<file path="src/rtl/mem_region_decoder.sv">
// mem_region_decoder: registered address decoder between the core data port
// and the memory subsystem. Each accepted request is classified as internal
// RAM, memory-mapped I/O, external memory or error (misaligned). Internal and
// I/O addresses are rebased to region offsets. External accesses are delayed
// by EXT_WAIT cycles before the response is presented.
//
// Ports:
//   clk, rst         clock (rising edge), asynchronous active-high reset
//   req_valid/ready  request handshake; req_addr byte address, req_we write
//   rsp_valid/ready  response handshake
//   rsp_addr         translated address
//   rsp_sel          00 internal, 01 I/O, 10 external, 11 error
//   rsp_we, rsp_err  registered write flag, misaligned flag
//   cs_int           internal-RAM select, qualified by rsp_valid
//
// Optional feature, macro DECODE_STATS_EN: adds 16-bit saturating hit
// counters stat_int, stat_io, stat_ext, stat_err, bumped on each response
// handshake for the matching target.
module mem_region_decoder #(
  parameter int unsigned       ADDR_W   = 32,
  parameter logic [ADDR_W-1:0] INT_BASE = 32'h0000_1000,
  parameter logic [ADDR_W-1:0] INT_SIZE = 32'h0000_0400,
  parameter logic [ADDR_W-1:0] IO_BASE  = 32'h0000_FF00,
  parameter logic [ADDR_W-1:0] IO_SIZE  = 32'h0000_0100,
  parameter int unsigned       EXT_WAIT = 3
) (
`ifdef DECODE_STATS_EN
  output logic [15:0]       stat_int,
  output logic [15:0]       stat_io,
  output logic [15:0]       stat_ext,
  output logic [15:0]       stat_err,
`endif
  input  logic              clk,
  input  logic              rst,
  input  logic              req_valid,
  input  logic [ADDR_W-1:0] req_addr,
  input  logic              req_we,
  output logic              req_ready,
  output logic              rsp_valid,
  input  logic              rsp_ready,
  output logic [ADDR_W-1:0] rsp_addr,
  output logic [1:0]        rsp_sel,
  output logic              rsp_we,
  output logic              rsp_err,
  output logic              cs_int
);

  localparam int unsigned AW1   = ADDR_W + 1;
  localparam int unsigned CNT_W = 4;

  // Region ends computed one bit wider so a region touching the top of the
  // address space does not wrap to zero.
  localparam logic [AW1-1:0] INT_END = AW1'(INT_BASE) + AW1'(INT_SIZE);
  localparam logic [AW1-1:0] IO_END  = AW1'(IO_BASE) + AW1'(IO_SIZE);

  localparam bit              HAS_WAIT  = (EXT_WAIT != 0);
  localparam logic [CNT_W-1:0] WAIT_LOAD = HAS_WAIT ? CNT_W'(EXT_WAIT - 1) : '0;

  localparam logic [1:0] SEL_INT = 2'b00;
  localparam logic [1:0] SEL_IO  = 2'b01;
  localparam logic [1:0] SEL_EXT = 2'b10;
  localparam logic [1:0] SEL_ERR = 2'b11;

  typedef enum logic [1:0] {
    ST_IDLE = 2'd0,
    ST_WAIT = 2'd1,
    ST_RESP = 2'd2
  } state_t;

  state_t             state_q, state_d;
  logic [CNT_W-1:0]   cnt_q, cnt_d;
  logic               req_ready_q, req_ready_d;
  logic               rsp_valid_q, rsp_valid_d;
  logic [ADDR_W-1:0]  rsp_addr_q, rsp_addr_d;
  logic [1:0]         rsp_sel_q, rsp_sel_d;
  logic               rsp_we_q, rsp_we_d;
  logic               rsp_err_q, rsp_err_d;
  logic               cs_int_q, cs_int_d;

  logic [1:0]         dec_sel;
  logic [ADDR_W-1:0]  dec_addr;
  logic               dec_err;
  logic [AW1-1:0]     addr_ext;

  // Address classification; misaligned beats every region, internal beats I/O.
  always_comb begin
    addr_ext = AW1'(req_addr);
    dec_sel  = SEL_EXT;
    dec_addr = req_addr;
    dec_err  = 1'b0;
    if (req_addr[1:0] != 2'b00) begin
      dec_sel = SEL_ERR;
      dec_err = 1'b1;
    end else if ((req_addr >= INT_BASE) && (addr_ext < INT_END)) begin
      dec_sel  = SEL_INT;
      dec_addr = req_addr - INT_BASE;
    end else if ((req_addr >= IO_BASE) && (addr_ext < IO_END)) begin
      dec_sel  = SEL_IO;
      dec_addr = req_addr - IO_BASE;
    end
  end

  // Next-state and registered-output logic.
  always_comb begin
    state_d     = state_q;
    cnt_d       = cnt_q;
    req_ready_d = req_ready_q;
    rsp_valid_d = rsp_valid_q;
    rsp_addr_d  = rsp_addr_q;
    rsp_sel_d   = rsp_sel_q;
    rsp_we_d    = rsp_we_q;
    rsp_err_d   = rsp_err_q;
    cs_int_d    = cs_int_q;

    unique case (state_q)
      ST_IDLE: begin
        if (req_valid && req_ready_q) begin
          rsp_addr_d  = dec_addr;
          rsp_sel_d   = dec_sel;
          rsp_we_d    = req_we;
          rsp_err_d   = dec_err;
          req_ready_d = 1'b0;
          if ((dec_sel == SEL_EXT) && HAS_WAIT) begin
            state_d = ST_WAIT;
            cnt_d   = WAIT_LOAD;
          end else begin
            state_d     = ST_RESP;
            rsp_valid_d = 1'b1;
            cs_int_d    = (dec_sel == SEL_INT);
          end
        end
      end
      ST_WAIT: begin
        if (cnt_q == '0) begin
          state_d     = ST_RESP;
          rsp_valid_d = 1'b1;
          cs_int_d    = (rsp_sel_q == SEL_INT);
        end else begin
          cnt_d = cnt_q - CNT_W'(1);
        end
      end
      ST_RESP: begin
        if (rsp_ready) begin
          state_d     = ST_IDLE;
          rsp_valid_d = 1'b0;
          cs_int_d    = 1'b0;
          req_ready_d = 1'b1;
        end
      end
      default: begin
        state_d     = ST_IDLE;
        rsp_valid_d = 1'b0;
        cs_int_d    = 1'b0;
        req_ready_d = 1'b1;
      end
    endcase
  end

  // State and output registers.
  always_ff @(posedge clk or posedge rst) begin
    if (rst) begin
      state_q     <= ST_IDLE;
      cnt_q       <= '0;
      req_ready_q <= 1'b1;
      rsp_valid_q <= 1'b0;
      rsp_addr_q  <= '0;
      rsp_sel_q   <= SEL_INT;
      rsp_we_q    <= 1'b0;
      rsp_err_q   <= 1'b0;
      cs_int_q    <= 1'b0;
    end else begin
      state_q     <= state_d;
      cnt_q       <= cnt_d;
      req_ready_q <= req_ready_d;
      rsp_valid_q <= rsp_valid_d;
      rsp_addr_q  <= rsp_addr_d;
      rsp_sel_q   <= rsp_sel_d;
      rsp_we_q    <= rsp_we_d;
      rsp_err_q   <= rsp_err_d;
      cs_int_q    <= cs_int_d;
    end
  end

  assign req_ready = req_ready_q;
  assign rsp_valid = rsp_valid_q;
  assign rsp_addr  = rsp_addr_q;
  assign rsp_sel   = rsp_sel_q;
  assign rsp_we    = rsp_we_q;
  assign rsp_err   = rsp_err_q;
  assign cs_int    = cs_int_q;

`ifdef DECODE_STATS_EN
  logic [15:0] stat_int_q, stat_io_q, stat_ext_q, stat_err_q;

  // Saturating per-target hit counters, bumped on response handshake.
  always_ff @(posedge clk or posedge rst) begin
    if (rst) begin
      stat_int_q <= '0;
      stat_io_q  <= '0;
      stat_ext_q <= '0;
      stat_err_q <= '0;
    end else if (rsp_valid_q && rsp_ready) begin
      unique case (rsp_sel_q)
        SEL_INT: if (stat_int_q != 16'hFFFF) stat_int_q <= stat_int_q + 16'd1;
        SEL_IO:  if (stat_io_q  != 16'hFFFF) stat_io_q  <= stat_io_q  + 16'd1;
        SEL_EXT: if (stat_ext_q != 16'hFFFF) stat_ext_q <= stat_ext_q + 16'd1;
        default: if (stat_err_q != 16'hFFFF) stat_err_q <= stat_err_q + 16'd1;
      endcase
    end
  end

  assign stat_int = stat_int_q;
  assign stat_io  = stat_io_q;
  assign stat_ext = stat_ext_q;
  assign stat_err = stat_err_q;
`else
  // Statistics disabled: no counters or stat ports are built.
`endif

endmodule

</file>
<file path="config.mk">
export PLATFORM = sky130hd
export DESIGN_NAME = mem_region_decoder
export DESIGN_NICKNAME = d
export VERILOG_FILES = /design/src/rtl/mem_region_decoder.sv
export SDC_FILE = /design/constraint.sdc
export NUM_CORES = 1
export LEC_CHECK = 0
export ABC_AREA = 1
export CORE_MARGIN = 2
export CORE_UTILIZATION = 50
export CTS_CLUSTER_SIZE = 10
export DETAILED_ROUTE_END_ITERATION = 10
export GPL_ROUTABILITY_DRIVEN = 0
export PLACE_DENSITY = 0.85
export SLEW_MARGIN = 20
export SYNTH_ARGS = -nofsm -noshare
export SYNTH_HDL_FRONTEND = slang
export SYNTH_SLANG_ARGS = --single-unit
</file>
<file path="constraint.sdc">
create_clock -name clk -period 2.55 [get_ports clk]
set_input_delay 0.255 -clock clk [delete_from_list [all_inputs] [get_ports clk]]
set_output_delay 0.255 -clock clk [all_outputs]
set_load 0.02 [all_outputs]
</file>
Word level (Yosys, flattened, before mapping)
Index checks and enable logic that the tools add are counted.
{"block": "classes", "addsub": 3, "order_cmp": 4, "n_eq_ne": 9, "muxes": 28, "bitwise": 1, "reduce_logical": 14}
{"operator": "32-bit two-way mux", "n": 3}
{"operator": "32-bit by 13-bit greater-or-equal comparator with 1-bit output, second input constant", "n": 1}
{"operator": "32-bit by 16-bit greater-or-equal comparator with 1-bit output, second input constant", "n": 1}
{"operator": "32-bit by 13-bit < comparator with 1-bit output, second input constant", "n": 1}
{"operator": "32-bit by 17-bit < comparator with 1-bit output, second input constant", "n": 1}
{"operator": "32-bit by 13-bit subtractor with 32-bit output, second input constant", "n": 1}
{"operator": "32-bit by 16-bit subtractor with 32-bit output, second input constant", "n": 1}
{"operator": "2-bit two-way mux", "n": 7}
{"operator": "4-bit two-way mux", "n": 3}
{"operator": "2-bit != test, second input constant", "n": 6}
{"operator": "1-bit two-way mux", "n": 10}
{"operator": "1-bit case mux with 3 select lines", "n": 3}
{"operator": "4-bit case mux with 2 select lines", "n": 1}
{"operator": "4-bit AND reduction", "n": 2}
{"operator": "2-bit zero test", "n": 3}
{"operator": "2-bit case mux with 3 select lines", "n": 1}
{"operator": "3-bit AND reduction", "n": 2}
{"operator": "2-bit equality test, second input constant", "n": 2}
{"operator": "4-bit zero test", "n": 1}
{"operator": "2-bit nonzero test", "n": 2}
{"operator": "4-bit by 1-bit subtractor with 4-bit output, second input constant", "n": 1}
{"operator": "1-bit logical AND", "n": 3}
{"operator": "2-bit by 1-bit equality test with 1-bit output, second input constant", "n": 1}
{"operator": "2-bit AND reduction", "n": 1}
{"operator": "1-bit inverter", "n": 1}
{"block": "totals", "reg_bits": 45, "in_bits": 37, "output_inout_bits": 39, "wordCells": 68}

Depth between registers and ports, before layout
{"block": "logic_depth", "word_depth": 9, "mapped_depth": 12}

Worst setup path before layout
No wires, ideal clock.
{"block": "synth_timing", "path_kind": "flip-flop to flip-flop", "start": "reg req_ready_q (netlist: req_ready)", "end": "reg rsp_addr_q[13] (netlist: rsp_addr[13])", "arrival_ps": 1427, "required_ps": 2485, "path_slack_ps": 1058, "stages_incl_launch_ff": 8, "period_less_slack_ps": 1492, "cell_sequence": "dfstp_2 > nand2_1 > nor3_4 > inv_2 > buf_2 > o31ai_1 > inv_1 > nand2_1"}
{"block": "synth_between", "elab_chain_cells": 2}
{"element": "from (decl)", "line": "72", "text": "logic req_ready_q, req_ready_d;"}
{"element": "from (signal assigned)", "line": "174", "text": "req_ready_q <= req_ready_d;"}
{"element": "1-bit logical AND", "line": "117", "text": "if (req_valid && req_ready_q) begin"}
{"element": "2-bit AND reduction (no source line)"}
{"element": "to (signal assigned)", "line": "176", "text": "rsp_addr_q <= rsp_addr_d;"}
{"element": "to (decl)", "line": "74", "text": "logic [ADDR_W-1:0] rsp_addr_q, rsp_addr_d;"}
No other way between the ends.
A chain may end at the register's enable or synchronous reset.

Final worst setup path
{"block": "layout_timing", "start": "in req_addr[12]", "end": "reg rsp_addr_q[13] (netlist: rsp_addr[13])"}
{"block": "layout_between", "elab_chain_cells": 5}
{"element": "from (decl)", "line": "36", "text": "input logic [ADDR_W-1:0] req_addr,"}
{"element": "32-bit by 16-bit greater-or-equal comparator with 1-bit output or 32-bit by 17-bit < comparator with 1-bit output (tied branches)", "line": "97", "text": "end else if ((req_addr >= IO_BASE) && (addr_ext < IO_END)) begin"}
{"element": "1-bit logical AND", "line": "97"}
{"element": "32-bit two-way mux", "line": "97"}
{"element": "32-bit two-way mux *", "line": "94", "text": "end else if ((req_addr >= INT_BASE) && (addr_ext < INT_END)) begin"}
{"element": "32-bit two-way mux *", "line": "91", "text": "if (req_addr[1:0] != 2'b00) begin"}
Every way passes the cells marked *; elsewhere a longest branch is shown, timed or not.

==> results.json <==
{
  "status": "finished clean",
  "leakagePower_nw": 1.65,
  "slew_viol_final": 0,
  "clkTransAtPathRegs_ns": 0.08,
  "grt_use_total": 0.224,
  "vias": 2262,
  "cts-root-buf": "clkbuf_8",
  "cp_slowest_stage_delay_ns": 0.56,
  "cp_cell_sequence": "clkdlybuf4s50_1 > ha_1 > nand3_1 > nor2_1 > inv_1 > nor2_2 > inv_1 > o21ai_0 > nand3_1 > nand2_1 > nand2_1",
  "yosys_most_used_dff": "dfrtp_1",
  "clkPwrFrac": 0.161,
  "cts_buffers": 5,
  "multi_input_area_um2": 1110,
  "syn2layout_area_growth_pct": 37.6,
  "ctsHoldBuffers": 0,
  "pin_count": 76,
  "post-route-cell-area_um2": 3350,
  "grt_overflow": 0,
  "worstReg2RegEnd": "cnt_q[1]$_DFFE_PP0P_",
  "end_kind": "register",
  "grt_pass1_wl_mm": 9.56,
  "synth_cell_type_count": 29,
  "grt_max_degree": 46,
  "tightestPinTransition_ns": 0.574,
  "drive_above_1_share": 0.0730,
  "min_period_ns": 1.91,
  "combPwrFrac": 0.487,
  "clock_skew_ns": 0.00140,
  "die_h_um": 73.8,
  "rows": 25,
  "syn_area_per_cell_um2": 7.60,
  "clockBufferDepth": 2,
  "cts_tree": "built",
  "swShare": 0.387,
  "synthArstFlopShare": 1.00,
  "netlist_area_um2": 2430,
  "fmax_ghz": 0.524,
  "port_buffers": 75,
  "drt_iter0_drc": 150,
  "final_nets": 439,
  "totalWireLength_mm": 5.70,
  "period_share": 0.748,
  "die_area_um2": 5440,
  "h-tree-depth": 2,
  "arrival_ns": 2.10,
  "clock_sinks": 45,
  "yosys_warnings": 0,
  "diodes": 0,
  "synth_seq_area_share": 0.463,
  "path_class": "input pin to register",
  "finalHoldViolCount": 0,
  "synth_edf_count": 0,
  "setup_tns_ns": 0,
  "reg2reg_from": "req_ready$_DFFE_PP1P_",
  "setup_viol": 0,
  "synth_area_leaders": "dfrtp_1, nand2_1, inv_1, nor2_1, nand3_1",
  "crit_required_ns": 2.74,
  "global_route.usage.met1": 0.286,
  "worstPathBufferInverterCount": 3,
  "seqCellArea_um2": 1130,
  "grt_pass1_vias": 2216,
  "clk_latency_ns": 0.29,
  "synth_seq_cells": 45,
  "cts.repair.resized": 0,
  "fill_cells": 373,
  "syn_nets": 363,
  "placed_area_um2": 3230,
  "use_met2": 0.379,
  "ant_nets": 0,
  "yosysTopAreaCellShare": 0.452,
  "cp_slowest_cell": "clkdlybuf4s50_1",
  "initial_core_util": 0.515,
  "rsz0062_at_grt": "no",
  "die_x_um": 73.8,
  "crit_path_max_fanout": 5,
  "hold_class": "input pin to asynchronous set/reset pin",
  "cp-start-kind": "input pin",
  "wl_per_cell_um": 12.3,
  "top_usage_layer": "met2",
  "synth_largest_area_cell": "dfrtp_1",
  "irDropWorstVdd_uv": 717,
  "drc_errors": 0,
  "coreArea_um2": 4720,
  "power.net_switching_w": 0.00132,
  "vias_per_cell": 4.88,
  "post-route-worst-setup-slack_ns": 0.642,
  "share_seq_of_total_power": 0.352,
  "antenna_found_initial": 0,
  "internal_power_w": 0.00209,
  "drtPass1Iterations": 4,
  "max-slew-margin-rel": 0.617,
  "r2r_cells": 7,
  "reg2reg_slack_ns": 0.92,
  "postCtsSetupBuffers": 0,
  "grtUsageMet3": 0.0398,
  "drv_cap": 0,
  "powerDensity_nw_per_um2": 1020,
  "crit_family": "buffers and inverters",
  "dp_slack_ns": 0.369,
  "synth_cells": 320,
  "dpl.hpwl_mm": 4.27
}
worst max path at each step:
| stage | startpoint | endpoint | cells after the start |
|---|---|---|---|
| after global placement | req_addr[12] | rsp_addr[11]$_DFFE_PP0P_ | 9 |
| after global routing | req_addr[12] | rsp_addr[13]$_DFFE_PP0P_ | 11 |
| after floorplan | req_ready$_DFFE_PP1P_ | rsp_addr[13]$_DFFE_PP0P_ | 7 |
| after detailed placement | req_addr[12] | rsp_addr[11]$_DFFE_PP0P_ | 9 |
| after CTS | req_addr[12] | rsp_addr[11]$_DFFE_PP0P_ | 9 |
| final | req_addr[12] | rsp_addr[13]$_DFFE_PP0P_ | 11 |
worst register-to-register path, cell delays in order (launching register included):
cell and delay (ns):
dfstp_2 0.54, nand2_1 0.10, nor3_4 0.14, inv_2 0.23, nand2_1 0.30, nand2_4 0.10, nand2_1 0.07, nand2_1 0.05
cells by family (layout without fill, tap and decap cells):
family,count (synthesis),in the layout,share of synthesized area
AOI/OAI and AO/OA,25,25,0.0601
buffers and inverters,46,123,0.0812
xor gates and xnor gates,3,3,0.0108
DFF,45,45,0.463
adders and majority gates,6,6,0.0308
and+or+nand+nor,195,195,0.354
metrics by stage:
| step | hold WS, ns | utilization | total power [W] | instances |
|---|---|---|---|---|
| floorplan | 0.372 | - | 0.00214 | 320 |
| finish | 0.397 | 0.709 | 0.00341 | 464 |
| detailed placement | 0.457 | 0.684 | 0.00288 | 456 |
| global route | 0.459 | 0.709 | 0.00366 | 464 |
| global placement | 0.453 | 0.684 | 0.00284 | 456 |
| CTS | 0.419 | 0.709 | 0.00344 | 464 |
cell usage after synthesis (2+ instances only):
library cell / n
nand2_1: 117
dfrtp_1: 44
inv_1: 36
nor2_1: 34
nand3_1: 22
o21ai_0: 9
a31oi_1: 8
ha_1: 6
clkbuf_1: 4
nand2_2: 4
nand4_1: 4
a21oi_1: 3
buf_6: 3
nand2_4: 3
nor2_2: 3
xor2_1: 3
buf_2: 2
nand3_2: 2
nor3_1: 2
o31ai_1: 2
flip-flops by register name (all words and copies together) (netlist names):
name,count
rsp_sel,2
cs_int,1
cnt_q,4
req_ready,1
state_q,2
rsp_err,1
rsp_valid,1
rsp_addr,32
rsp_we,1
routing by layer:
layer,routed length [um],part of all wire
met5,0,0
met4,111,0.019
met3,250,0.044
met2,2780,0.49
met1,2560,0.45
area by class of cell:
| type | count | share of cell area |
|---|---|---|
| clock buffer | 7 | 0.0258 |
| tap | 67 | 0.0250 |
| sequential | 45 | 0.337 |
| clock inverter | 1 | 0.00897 |
| inverter | 37 | 0.0415 |
| timing repair buffer | 78 | 0.231 |
| multi-input combinational | 229 | 0.331 |
placed cells by master (no fill, tap or decap), types with 4 or more instances in the layout:
cell type and count:
clkdlybuf4s50_1 75, nand3_1 22, nand2_2 4, nand2_1 117
o21ai_0 9, nor2_1 34, dfrtp_1 44, a31oi_1 8
inv_1 35, nand4_1 4, clkbuf_8 6, ha_1 6
power groups by stage:
stage	Clock (W)	Combinational, W	Sequential (W)
after floorplan	0	0.000605	0.00154
after global placement	0	0.00163	0.00121
after detailed placement	0	0.00167	0.00121
after CTS	0.000560	0.00167	0.00120
after global routing	0.000586	0.00184	0.00124
final	0.000549	0.00166	0.00120
No activity file was read; power rests on OpenSTA's default activity.
